===== src/rtl/Asynchronous_FIFO_pkg.sv =====
// rtl/Asynchronous_FIFO_pkg.sv - shared constants and helpers for the async FIFO and its read-side adapter
package Asynchronous_FIFO_pkg;

    localparam int DATA_WIDTH = 8;
    localparam int BURST_LEN  = 4;
    localparam int CNT_WIDTH  = 16;
    localparam int SKID_DEPTH = 3;

    typedef logic [1:0] skid_idx_t;

    // Circular index over SKID_DEPTH entries; 3 is not a power of two, so wrap explicitly.
    function automatic skid_idx_t skid_idx_next(input skid_idx_t idx);
        return (idx == skid_idx_t'(SKID_DEPTH - 1)) ? skid_idx_t'(0) : idx + skid_idx_t'(1);
    endfunction

endpackage


===== src/rtl/rd_skid_buffer.sv =====
// rtl/rd_skid_buffer.sv - 3-entry circular skid buffer absorbing the FIFO read latency
module rd_skid_buffer
    import Asynchronous_FIFO_pkg::*;
#(
    parameter int WIDTH = Asynchronous_FIFO_pkg::DATA_WIDTH
) (
    input  logic             clk_i,
    input  logic             rst_ni,
    input  logic             push_i,
    input  logic [WIDTH-1:0] push_data_i,
    input  logic             pop_i,
    output logic [WIDTH-1:0] head_data_o,
    output logic [1:0]       count_o
);

    logic [WIDTH-1:0] mem_q [SKID_DEPTH];
    skid_idx_t        wr_idx_q, wr_idx_d;
    skid_idx_t        rd_idx_q, rd_idx_d;
    logic [1:0]       count_q, count_d;
    logic             do_pop;

    // Push never overflows: the requester only reads while count + inflight < SKID_DEPTH.
    assign do_pop = pop_i && (count_q != 2'd0);

    always_comb begin
        wr_idx_d = wr_idx_q;
        rd_idx_d = rd_idx_q;
        count_d  = count_q;
        if (push_i) begin
            wr_idx_d = skid_idx_next(wr_idx_q);
        end
        if (do_pop) begin
            rd_idx_d = skid_idx_next(rd_idx_q);
        end
        case ({push_i, do_pop})
            2'b10:   count_d = count_q + 2'd1;
            2'b01:   count_d = count_q - 2'd1;
            default: count_d = count_q;
        endcase
    end

    always_ff @(posedge clk_i or negedge rst_ni) begin
        if (!rst_ni) begin
            wr_idx_q <= '0;
            rd_idx_q <= '0;
            count_q  <= '0;
            for (int i = 0; i < SKID_DEPTH; i++) begin
                mem_q[i] <= '0;
            end
        end else begin
            wr_idx_q <= wr_idx_d;
            rd_idx_q <= rd_idx_d;
            count_q  <= count_d;
            if (push_i) begin
                mem_q[wr_idx_q] <= push_data_i;
            end
        end
    end

    assign head_data_o = mem_q[rd_idx_q];
    assign count_o     = count_q;

endmodule


===== src/rtl/fifo_rd_stream_adapter.sv =====
// rtl/fifo_rd_stream_adapter.sv - FIFO read port to valid/ready stream with bursts and word count
module fifo_rd_stream_adapter
    import Asynchronous_FIFO_pkg::*;
#(
    parameter int DATA_WIDTH = Asynchronous_FIFO_pkg::DATA_WIDTH,
    parameter int BURST_LEN  = Asynchronous_FIFO_pkg::BURST_LEN,
    parameter int CNT_WIDTH  = Asynchronous_FIFO_pkg::CNT_WIDTH
) (
    input  logic                  clk_rd,
    input  logic                  rst_n,
    input  logic                  fifo_empty,
    input  logic [DATA_WIDTH-1:0] fifo_data_out,
    output logic                  fifo_rd_en,
    output logic                  m_valid,
    input  logic                  m_ready,
    output logic [DATA_WIDTH-1:0] m_data,
    output logic                  m_last,
    output logic [CNT_WIDTH-1:0]  word_count
);

    localparam int BEAT_W = (BURST_LEN > 1) ? $clog2(BURST_LEN) : 1;
    localparam logic [BEAT_W-1:0] BEAT_MAX = BEAT_W'(BURST_LEN - 1);

    logic                  inflight_q, inflight_d;
    logic [BEAT_W-1:0]     beat_q, beat_d;
    logic [CNT_WIDTH-1:0]  word_count_q, word_count_d;
    logic [1:0]            skid_count;
    logic [DATA_WIDTH-1:0] head_data;
    logic [2:0]            occupancy;
    logic                  pop;

    rd_skid_buffer #(
        .WIDTH (DATA_WIDTH)
    ) u_skid (
        .clk_i       (clk_rd),
        .rst_ni      (rst_n),
        .push_i      (inflight_q),
        .push_data_i (fifo_data_out),
        .pop_i       (pop),
        .head_data_o (head_data),
        .count_o     (skid_count)
    );

    // Reserve a slot for the word already in flight so a read is never issued without room.
    assign occupancy  = {1'b0, skid_count} + {2'b00, inflight_q};
    assign fifo_rd_en = rst_n && !fifo_empty && (occupancy < 3'(SKID_DEPTH));

    assign m_valid = (skid_count != 2'd0);
    assign pop     = m_valid && m_ready;
    assign m_data  = m_valid ? head_data : '0;
    assign m_last  = m_valid && (beat_q == BEAT_MAX);
    assign word_count = word_count_q;

    always_comb begin
        inflight_d   = fifo_rd_en && !fifo_empty;
        beat_d       = beat_q;
        word_count_d = word_count_q;
        if (pop) begin
            beat_d       = (beat_q == BEAT_MAX) ? '0 : beat_q + BEAT_W'(1);
            word_count_d = word_count_q + CNT_WIDTH'(1);
        end
    end

    always_ff @(posedge clk_rd or negedge rst_n) begin
        if (!rst_n) begin
            inflight_q   <= 1'b0;
            beat_q       <= '0;
            word_count_q <= '0;
        end else begin
            inflight_q   <= inflight_d;
            beat_q       <= beat_d;
            word_count_q <= word_count_d;
        end
    end

endmodule

===== config.mk =====
export PLATFORM = sky130hd
export DESIGN_NAME = fifo_rd_stream_adapter
export DESIGN_NICKNAME = d
export VERILOG_FILES = /design/src/rtl/Asynchronous_FIFO_pkg.sv /design/src/rtl/rd_skid_buffer.sv /design/src/rtl/fifo_rd_stream_adapter.sv
export SDC_FILE = /design/constraint.sdc
export NUM_CORES = 1
export LEC_CHECK = 0
export CAP_MARGIN = 10
export CORE_ASPECT_RATIO = 1.4
export CORE_MARGIN = 3
export CORE_UTILIZATION = 51
export CTS_CLUSTER_DIAMETER = 120
export DETAILED_ROUTE_END_ITERATION = 8
export GPL_ROUTABILITY_DRIVEN = 0
export PLACE_DENSITY_LB_ADDON = 0.2
export SETUP_SLACK_MARGIN = 0.2
export SLEW_MARGIN = 20
export SYNTH_ARGS = -nofsm -noshare
export SYNTH_HDL_FRONTEND = slang
export SYNTH_SLANG_ARGS = --single-unit

===== constraint.sdc =====
create_clock -name clk_rd -period 5.34 [get_ports clk_rd]
set_clock_uncertainty 0.15 [all_clocks]
set_input_delay 1.068 -clock clk_rd [delete_from_list [all_inputs] [get_ports clk_rd]]
set_output_delay 1.068 -clock clk_rd [all_outputs]
set_load 0.005 [all_outputs]

==> flow_metrics.py <==
metrics = {
    "run_status": {
        "status": "completed",
    },
    "final_layout": {
        "area_growth_syn_to_layout_pct": 22.9,
        "design_area_mm2": 0.00281,
        "nets": 246,
        "drive_gt1_frac": 0.179,
        "diodes": 0,
    },
    "cts": {
        "cts-root-buf": "clkbuf_8",
        "path_clk_slew_ns": 0.09,
        "postCtsSetupBuffers": 0,
        "insertion_delay_ns": 0.29,
        "cts.path.max_buffers": 2,
        "numCtsBuffers": 5,
        "cts_resized": 0,
        "cts.sinks": 49,
        "hold_buffers": 0,
        "cts_tree": "built",
        "h-tree-depth": 2,
    },
    "timing": {
        "fin_crit_ns": 3.58,
        "rsz0062_at_grt": "false",
        "setup_ws_ns": 1.76,
        "tns_ns": 0,
        "worst_slew_pin_slew_ns": 0.784,
        "hold_viol": 0,
        "final-setup-viol-count": 0,
        "drv_slew": 0,
        "fmax_ghz": 0.279,
        "whs_ns": 0.330,
        "relSlewSlack": 0.475,
        "fin_crit_sh": 0.670,
    },
    "worst_hold_path": {
        "hold_class": "reg -> reg",
        "min-delay-start": "word_count[15]",
        "hold_depth": 1,
        "holdPathEnd": "word_count[15]",
    },
    "synth": {
        "synth-seq-cells": 49,
        "async_reset_ff_frac": 1.00,
        "synth_cells": 188,
        "synth_top_area_frac": 0.536,
        "synth_edf_count": 0,
        "synth_most_common_cell": "dfrtp_1",
        "synth-seq-area-share": 0.536,
        "yosys.area.top_type": "dfrtp_1",
        "netlist_area_mm2": 0.00229,
        "synth_area_leaders": "dfrtp_1 (54%), mux2_2 (7.9%), mux2_4 (5.3%), xnor2_1 (3.8%), mux2i_1 (3.5%)",
        "synth_common_cells": "dfrtp_1 (49), nor2_1 (21), mux2_2 (16)",
        "synth_fp_nets": 205,
        "ys.flop_type": "dfrtp_1",
        "ys_types": 29,
        "ys_warn_count": 0,
        "synth_area_per_cell_um2": 12.2,
    },
    "die": {
        "core_mm2": 0.00427,
        "die_y_um": 85.2,
        "num_rows": 28,
        "pin_count": 39,
        "die-area_mm2": 0.00534,
        "die_x_um": 62.6,
        "initial_utilization": 0.535,
    },
    "placement": {
        "post-place-ws_ns": 1.78,
        "dpl_cell_area_mm2": 0.00272,
        "port_buffers": 38,
        "hpwl_um": 3120,
    },
    "worst_setup_path": {
        "rrSetupSlack_ns": 3.46,
        "required_ns": 4.12,
        "cpMostUsedCell": "clkdlybuf4s50_1",
        "critPathKind": "in -> out",
        "start_kind": "primary input",
        "timing.rr.end": "u_skid.count_o[1]",
        "crit_slowest_cell": "clkdlybuf4s50_1",
        "critical_path.max_stage_delay_ns": 0.58,
        "worstPathCellList": "clkdlybuf4s50_1 -> a2111oi_0 -> clkdlybuf4s50_1",
        "worstPathArrival_ns": 2.36,
        "reg2reg_from": "u_skid.count_o[0]",
        "rr_worst_depth": 5,
        "endpoint_kind": "primary output",
        "path_max_fanout": 2,
    },
    "drt": {
        "first_iter_violations": 76,
        "ant_nets": 0,
        "wl_per_cell_um": 14.8,
        "drtPass1Iterations": 4,
        "drt-total-wl_um": 4290,
        "via_per_inst": 5.17,
        "vias": 1494,
        "drc": 0,
    },
    "power_and_ir_drop": {
        "power-per-cell-area_mw_per_mm2": 534,
        "leakage_uw": 0.00130,
        "peakVddDrop_uv": 362,
    },
    "global_routing": {
        "overflow": 0,
        "antenna_found_initial": 0,
        "grt_usage": 0.183,
        "grt_pass1_wl_um": 7700,
        "first_global_vias": 1673,
        "grt_max_degree": 50,
    },
    "job": {
        "max_cap_violations": 0,
    },
}
power by group:
part           switching [uW]  total, uW  internal (uW)
clock                     118        221            103
sequential                144        663            519
combinational             241        616            375
worst max-delay path, delay by kind of cell:
family                 cells  cell delay (ns)
AO/OA/AOI/OAI              1             0.30
buffers and inverters      2             0.99
state kept, by name, indices dropped and copies added (netlist names):
name,cells
u_skid.count_o,2
u_skid.rd_idx_q,2
beat_q,2
word_count,16
inflight_q,1
u_skid.wr_idx_q,2
u_skid.mem_q,24
per-layer routing:
| layer | GRT usage | vias up | part of all wire |
|---|---|---|---|
| li1 | - | 724 | - |
| met1 | 0.215 | 728 | 0.42 |
| met2 | 0.334 | 35 | 0.53 |
| met3 | 0.0397 | 7 | 0.037 |
| met4 | 0.0522 | 0 | 0.015 |
| met5 | 0 | - | 0 |
per-stage QoR:
step	instances	util	power (uW)
2_1_floorplan	188	-	1030
3_3_place_gp	282	0.636	1260
3_5_place_dp	282	0.636	1290
4_1_cts	289	0.657	1520
5_1_grt	289	0.657	1630
6_report	289	0.657	1500
cell type report:
type	instances	area [um2]
fill	363	1460
tap	60	75.1
timing repair buffer	39	383
inverter	5	18.8
clock buffer	6	82.6
sequential	49	1230
clock inverter	1	7.51
multi-input combinational	129	1020
logic make-up (layout without fill, tap and decap cells):
kind of cell,Yosys count,count (layout),synth area share
mux,32,32,0.166
simple gates,58,58,0.132
xor+xnor,18,18,0.0689
compound gates,16,16,0.0503
fa+ha+maj,5,5,0.0274
flops,49,49,0.536
buf+inv,10,51,0.0192
cells in the final DEF (no fill, tap or decap):
master	instances
dfrtp_1	49
clkdlybuf4s50_1	37
nor2_1	21
mux2_2	16
nand2_1	15
xnor2_1	10
mux2i_1	8
a21oi_1	8
xor2_1	8
mux2_4	8
nand3_1	6
clkbuf_8	6
and3_1	5
ha_1	5
inv_1	3
a21o_1	3
nor2b_1	2
inv_2	2
a2111oi_0	2
nor3_4	2
nor3_1	2
nand4_1	2
o21ai_2	1
o211ai_4	1
nor4_4	1
nor3_2	1
o21ai_0	1
or3_1	1
clkinvlp_4	1
buf_2	1
buf_4	1
worst max-delay path by stage:
stage	end	startpoint	slack, ns
6_report	fifo_rd_en	fifo_empty	1.76
5_1_grt	fifo_rd_en	fifo_empty	1.59
4_1_cts	fifo_rd_en	fifo_empty	1.75
3_5_place_dp	fifo_rd_en	fifo_empty	1.78
3_3_place_gp	fifo_rd_en	fifo_empty	1.79
2_1_floorplan	fifo_rd_en	rst_n	2.60
No activity file was read; power rests on OpenSTA's default activity.
